==> config.mk <==
export PLATFORM = sky130hd
export DESIGN_NAME = iram_fetch_ctrl
export DESIGN_NICKNAME = d
export VERILOG_FILES = /design/src/rtl/iram_fetch_ctrl.sv
export SDC_FILE = /design/constraint.sdc
export NUM_CORES = 1
export LEC_CHECK = 0
export BUFFER_PORTS_ARGS = -buffer_cell sky130_fd_sc_hd__buf_2
export CAP_MARGIN = 20
export CORE_MARGIN = 3
export CORE_UTILIZATION = 45
export DETAILED_ROUTE_END_ITERATION = 8
export GPL_TIMING_DRIVEN = 0
export PLACE_DENSITY_LB_ADDON = 0.2
export SYNTH_ARGS = -nofsm -noshare
export SYNTH_HDL_FRONTEND = slang
export SYNTH_SLANG_ARGS = --single-unit
==> constraint.sdc <==
create_clock -name CLK -period 3.99 [get_ports CLK]
set_clock_uncertainty 0.15 [all_clocks]
set_input_delay 0.5985 -clock CLK [delete_from_list [all_inputs] [get_ports CLK]]
set_output_delay 0.5985 -clock CLK [all_outputs]
set_load 0.03 [all_outputs]
==> src/rtl/iram_fetch_ctrl.sv <==
// ---------------------------------------------------------------------------
// iram_fetch_ctrl
//
// Instruction-fetch and halt sequencer for the lab5 16-bit processor.
// Owns the program counter and drives the byte address into the 128x16
// instruction RAM, which reads combinationally (INSTR = mem[ADDR[7:1]]).
// It marks each returned word as valid for the datapath and decodes the
// HALT word itself. After a HALT, fetch stays frozen until the operator
// raises RESUME. It also supports single-step, datapath stall and
// taken-branch redirect.
//
// Ports
//   CLK        in   system clock, rising edge
//   RESET      in   synchronous active-high reset (also the RAM load window)
//   INSTR      in   [15:0] word read from the RAM at ADDR, same cycle
//   STALL      in   datapath busy: hold PC and state
//   BR_TAKEN   in   current instruction redirects fetch
//   BR_TARGET  in   [7:0] redirect byte address (bit 0 ignored)
//   STEP_MODE  in   halt after every executed instruction
//   RESUME     in   asynchronous operator level, acts on its rising edge
//   ADDR       out  [7:0] byte address to the RAM (= PC, bit 0 always 0)
//   IR_VALID   out  INSTR is executed by the datapath this cycle
//   HALTED     out  fetch frozen, waiting for RESUME
//   HALT_CNT   out  [CNT_W-1:0] saturating count of HALT entries
// ---------------------------------------------------------------------------
module iram_fetch_ctrl #(
   parameter logic [7:0]  RESET_PC  = 8'h00,
   parameter logic [15:0] HALT_WORD = 16'h0001,
   parameter int          CNT_W     = 8
) (
   input  logic             CLK,
   input  logic             RESET,
   input  logic [15:0]      INSTR,
   input  logic             STALL,
   input  logic             BR_TAKEN,
   input  logic [7:0]       BR_TARGET,
   input  logic             STEP_MODE,
   input  logic             RESUME,
   output logic [7:0]       ADDR,
   output logic             IR_VALID,
   output logic             HALTED,
   output logic [CNT_W-1:0] HALT_CNT
);

   typedef enum logic [1:0] {
      S_BOOT = 2'd0,
      S_RUN  = 2'd1,
      S_HALT = 2'd2
   } state_t;

   state_t           state_reg;
   // The PC is kept as a word address. Byte-address arithmetic modulo 256
   // with bit 0 fixed at 0 is the same thing as word arithmetic modulo 128.
   logic [6:0]       pc_reg;
   logic [CNT_W-1:0] cnt_reg;
   logic             halted_reg;

   // RESUME is asynchronous: it passes through two synchronizer flops, and
   // the previous synchronized value is then kept for edge detection.
   logic             sync1_reg;
   logic             sync2_reg;
   logic             prev_reg;

   logic             resume_edge;
   logic             is_halt_word;
   logic             unused_target_lsb;

   assign is_halt_word      = (INSTR == HALT_WORD);
   assign resume_edge       = sync2_reg & ~prev_reg;
   assign unused_target_lsb = BR_TARGET[0];

   assign ADDR     = {pc_reg, 1'b0};
   // Combinational so that RUN issues one instruction per cycle with no
   // fetch bubble. The HALT word itself is never handed to the datapath.
   assign IR_VALID = (state_reg == S_RUN) && !is_halt_word;
   assign HALTED   = halted_reg;
   assign HALT_CNT = cnt_reg;

   always_ff @(posedge CLK) begin
      if (RESET) begin
         state_reg  <= S_BOOT;
         pc_reg     <= RESET_PC[7:1];
         cnt_reg    <= '0;
         halted_reg <= 1'b0;
         sync1_reg  <= 1'b0;
         sync2_reg  <= 1'b0;
         prev_reg   <= 1'b0;
      end else begin
         sync1_reg <= RESUME;
         sync2_reg <= sync1_reg;
         prev_reg  <= sync2_reg;

         case (state_reg)
            // The RAM is loaded during RESET, so one settling cycle passes
            // before the first instruction is trusted.
            S_BOOT: begin
               state_reg <= S_RUN;
            end

            S_RUN: begin
               if (!STALL) begin
                  if (is_halt_word) begin
                     // The HALT word wins over any branch request. Execution
                     // resumes at the word after it.
                     pc_reg     <= pc_reg + 7'd1;
                     state_reg  <= S_HALT;
                     halted_reg <= 1'b1;
                     if (cnt_reg != {CNT_W{1'b1}}) begin
                        cnt_reg <= cnt_reg + CNT_W'(1);
                     end
                  end else begin
                     if (BR_TAKEN) begin
                        pc_reg <= BR_TARGET[7:1];
                     end else begin
                        pc_reg <= pc_reg + 7'd1;
                     end
                     // Single-step halts after the PC update and does not
                     // count as a HALT entry.
                     if (STEP_MODE) begin
                        state_reg  <= S_HALT;
                        halted_reg <= 1'b1;
                     end
                  end
               end
            end

            // Resume edges seen in any other state are dropped. The edge
            // register keeps advancing, so such an edge is consumed.
            S_HALT: begin
               if (resume_edge) begin
                  state_reg  <= S_RUN;
                  halted_reg <= 1'b0;
               end
            end

            default: begin
               state_reg  <= S_BOOT;
               halted_reg <= 1'b0;
            end
         endcase
      end
   end

endmodule

[After elaboration in Yosys (flattened, before gate mapping)]
Cells that the tools add are included.
Storage, ports and cells
  register bits: 21
  input bits: 30
  output and inout port bits: 18
  word-level logic and storage cells: 39
Cells by class
  add/subtract/negate cells: 2
  equality and inequality tests: 7
  muxes and demuxes: 12
  bitwise logic cells: 4
  reductions and logical operators: 7
Operator list (count)
  16-bit by 1-bit == test with 1-bit output (second input constant): 1
  7-bit two-way mux: 2
  8-bit by 1-bit adder with 8-bit output (second input constant): 1
  2-bit two-way mux: 4
  8-bit != test (second input constant): 1
  4-bit AND reduction: 2
  7-bit by 1-bit adder with 7-bit output (second input constant): 1
  2-bit one-hot mux with 3 select lines: 1
  1-bit two-way mux: 4
  2-bit != test (second input constant): 2
  3-bit != test (second input constant): 1
  1-bit NOT: 3
  1-bit one-hot mux with 3 select lines: 1
  3-bit AND reduction: 1
  2-bit by 1-bit == test with 1-bit output (second input constant): 1
  2-bit == test (second input constant): 1
  2-bit logical NOT: 1
  2-bit AND reduction: 1
  1-bit AND: 1
  1-bit logical AND: 1
  1-bit logical NOT: 1

[Depth between registers and ports, before layout]
  depth in word-level cells: 4
  depth in mapped cells: 6
  gate-level depth less buffers: 5

[Worst setup path before layout]
No wires, ideal clock.
  path type: input -> output
  start point: in INSTR[0]
  end point: out IR_VALID
  arrival time: 1.766 ns
  data required time: 3.242 ns
  path slack: 1.476 ns
  cell stages on the path: 4
  buffers on the path: 1
  cell sequence: nor4b_1 > and4_1 > buf_2 > nor3b_1
On the way
  longest elaborated chain between the ends: 3
Ends and longest elaborated chain
  from (decl): line 33  | input logic [15:0] INSTR,
  16-bit by 1-bit == test with 1-bit output: line 68  | assign is_halt_word = (INSTR == HALT_WORD);
  1-bit logical NOT: line 75  | assign IR_VALID = (state_reg == S_RUN) && !is_halt_word;
  1-bit logical AND: line 75
  to (decl): line 40  | output logic IR_VALID,
Every way passes these cells.

[Final worst setup path]
  start point: in INSTR[1]
  end point: out IR_VALID
The elaborated chain is that of the path after synthesis.

==> flow_summary.json <==
{
  "status": "complete, no violations",
  "drv_cap": 0,
  "area_growth_pct": 25.4,
  "setup_tns_ns": 0,
  "path_max_fanout": 9,
  "cts_sinks": 21,
  "cp_common_cell": "buf_2",
  "p_switching_w": 0.000108,
  "final-max-slew-violation-count": 0,
  "fp.dieArea_um2": 3150,
  "seqCellArea_um2": 420,
  "clockBufferDepth": 2,
  "avgRoutedWirePerCell_um": 13.3,
  "hold_start": "sync1_reg$_SDFF_PP0_",
  "row_count": 17,
  "crit_family": "simple AND/OR/NAND/NOR gates",
  "drtIter0Drc": 36,
  "syn-num-nets": 170,
  "multi_input_area_um2": 651,
  "grt_pass1_wl_um": 4650,
  "diodes": 0,
  "cts_made_buffers": 3,
  "overflow": 0,
  "die_h_um": 56.1,
  "fmax_ghz": 0.387,
  "crit_path_cell_trace": "buf_2, nor4b_1, and4_1, buf_2, nor3b_1, buf_2",
  "pwr-share-comb": 0.171,
  "nFillCells": 219,
  "crit_slowest_cell": "nor4b_1",
  "fin_crit_sh": 0.648,
  "drt.antenna.violating_nets": 0,
  "layout_min_cycle_time_ns": 2.59,
  "synth_area_per_cell_um2": 8.19,
  "hold-path-endpoint": "sync2_reg$_SDFF_PP0_",
  "clk_pin_slew_ns": 0.11,
  "finalWeightedCongestion": 0.828,
  "drt_pass1_iterations": 4,
  "critPathArrivalTime_ns": 1.84,
  "holdWs_ns": 0.300,
  "max_stage_delay_ns": 0.45,
  "cts_setup_buffers": 0,
  "powerDensity_nw_per_um2": 277,
  "layout-drive-gt1-share": 0.310,
  "swShare": 0.276,
  "die_width_um": 56.1,
  "r2r_slack_ns": 1.95,
  "reg2regPathDepth": 5,
  "p_leak_nw": 0.591,
  "cts_tree": "built",
  "hold_viol": 0,
  "ys.warnings.count": 0,
  "synth_seq_area_share": 0.372,
  "io_buffer_count": 45,
  "seqPwrFrac": 0.572,
  "cts_resized": 0,
  "grt_util_all_layers": 0.178,
  "criticalPathCategory": "primary input to primary output",
  "nets": 220,
  "grt_pass1_vias": 1124,
  "largest_reg_flops": 8,
  "io_pins": 48,
  "syn_inst": 138,
  "insertion_delay_ns": 0.30,
  "hold_depth": 1,
  "crit_required_ns": 3.24,
  "fp.coreArea_um2": 2300,
  "cp_num_buf_inv": 3,
  "root_buffer": "clkbuf_4",
  "cts_hold_buffers": 0,
  "worstReg2RegEnd": "HALT_CNT[7]$_SDFFE_PP0P_",
  "startpoint_type": "primary input",
  "setup_viol": 0,
  "ys_types": 39,
  "hp-class": "flip-flop to flip-flop",
  "start_util": 0.492,
  "ir_worst_vdd_mv": 0.239,
  "end_kind": "primary output",
  "yosys_register_bits": 21,
  "vias": 1201,
  "drc": 0,
  "r2r_start": "state_reg[1]$_SDFFE_PP0P_",
  "rsz0062_at_grt": "false",
  "antenna_found_initial": 0,
  "p_int_w": 0.000283,
  "htreeDepth": 1,
  "drt-total-wl_um": 2870,
  "via_per_inst": 5.59,
  "grt_max_degree": 12,
  "netlist_area_um2": 1130,
  "power.share.clock": 0.257,
  "dp_hpwl_um": 2210
}
-- placed cells by master (no fill, tap or decap), types with 5 or more instances in the layout --
| master | n |
|---|---|
| nor2b_1 | 8 |
| a31oi_1 | 8 |
| nor2_1 | 5 |
| o21ai_0 | 6 |
| buf_2 | 46 |
| nand2_1 | 13 |
| dfxtp_1 | 21 |
| nand3_1 | 11 |
| inv_1 | 6 |
| clkbuf_1 | 6 |
-- stage by stage --
step	utilization	std cells	total power [W]	worst slack [ns]	cell area [um2]
after floorplan	-	138	0.000268	1.48	1130
after global placement	0.605	211	0.000293	1.42	1390
after detailed placement	0.605	211	0.000296	1.42	1390
after CTS	0.617	215	0.000398	1.42	1420
after global routing	0.617	215	0.000410	1.25	1420
final	0.617	215	0.000392	1.40	1420
-- power by group through the flow --
stage,logic (W),registers (W),clock network [W]
floorplan,0.0000307,0.000237,0
global placement,0.0000651,0.000228,0
detailed placement,0.0000673,0.000229,0
global route,0.0000731,0.000225,0.000111
CTS,0.0000676,0.000224,0.000106
finish,0.0000671,0.000224,0.000101
-- cells by family (layout without fill, tap and decap cells) --
family,count (synthesis),in the layout,synth area share
compound gates,35,35,0.212
fa+ha+maj,2,2,0.0221
buf+inv,14,63,0.0520
flops,21,21,0.372
mux,3,3,0.0288
other cells,1,1,0.00332
simple gates,62,62,0.310
-- final cells by class --
cell class	count	area share
plain buffers	8	0.0256
multi-input cells	103	0.459
well taps	28	0.0247
flip-flops and latches	21	0.297
repair buffers	45	0.159
inverters	6	0.0159
clock buffers	4	0.0186
-- metal layers --
metal,GRT usage,wire length [um]
met1,0.201,1270
met2,0.332,1470
met3,0.0464,127
met4,0.0373,0
met5,0,0
-- Yosys cell counts --
library cell,instances,area share
a31oi_1,8,0.044
nor4_2,1,0.011
a211oi_1,1,0.0066
and3_1,2,0.011
dfxtp_1,21,0.37
a21oi_1,4,0.018
nor3b_1,2,0.013
buf_2,1,0.0044
o311ai_0,1,0.0078
or3b_1,1,0.0078
a21o_1,4,0.027
mux2i_1,1,0.0089
nor2b_1,8,0.044
nand3_1,11,0.049
ha_1,2,0.022
o41ai_1,1,0.0078
mux2_2,2,0.020
nor2_1,5,0.017
inv_1,6,0.020
a221oi_1,1,0.0078
nand2b_1,2,0.011
clkbuf_2,1,0.0044
a311o_1,1,0.0089
clkbuf_1,5,0.017
buf_4,1,0.0066
o22ai_1,2,0.011
a31o_2,2,0.016
or4_1,2,0.013
a311oi_1,3,0.023
and4_1,2,0.016
a41oi_1,1,0.0078
nand2_1,13,0.043
nand4_1,3,0.017
or2_2,2,0.011
nor4_1,3,0.017
nor4b_1,1,0.0078
or3_1,4,0.022
o21ai_0,6,0.027
conb_1,1,0.0033
-- worst max-delay path by stage --
stage,slack [ns],start,cells past startpoint,end
finish,1.40,INSTR[1],6,IR_VALID
CTS,1.42,INSTR[1],6,IR_VALID
global route,1.25,INSTR[1],6,IR_VALID
floorplan,1.48,INSTR[0],4,IR_VALID
detailed placement,1.42,INSTR[1],6,IR_VALID
global placement,1.42,INSTR[1],6,IR_VALID
Note: power is estimated with default switching activity, not from simulation.
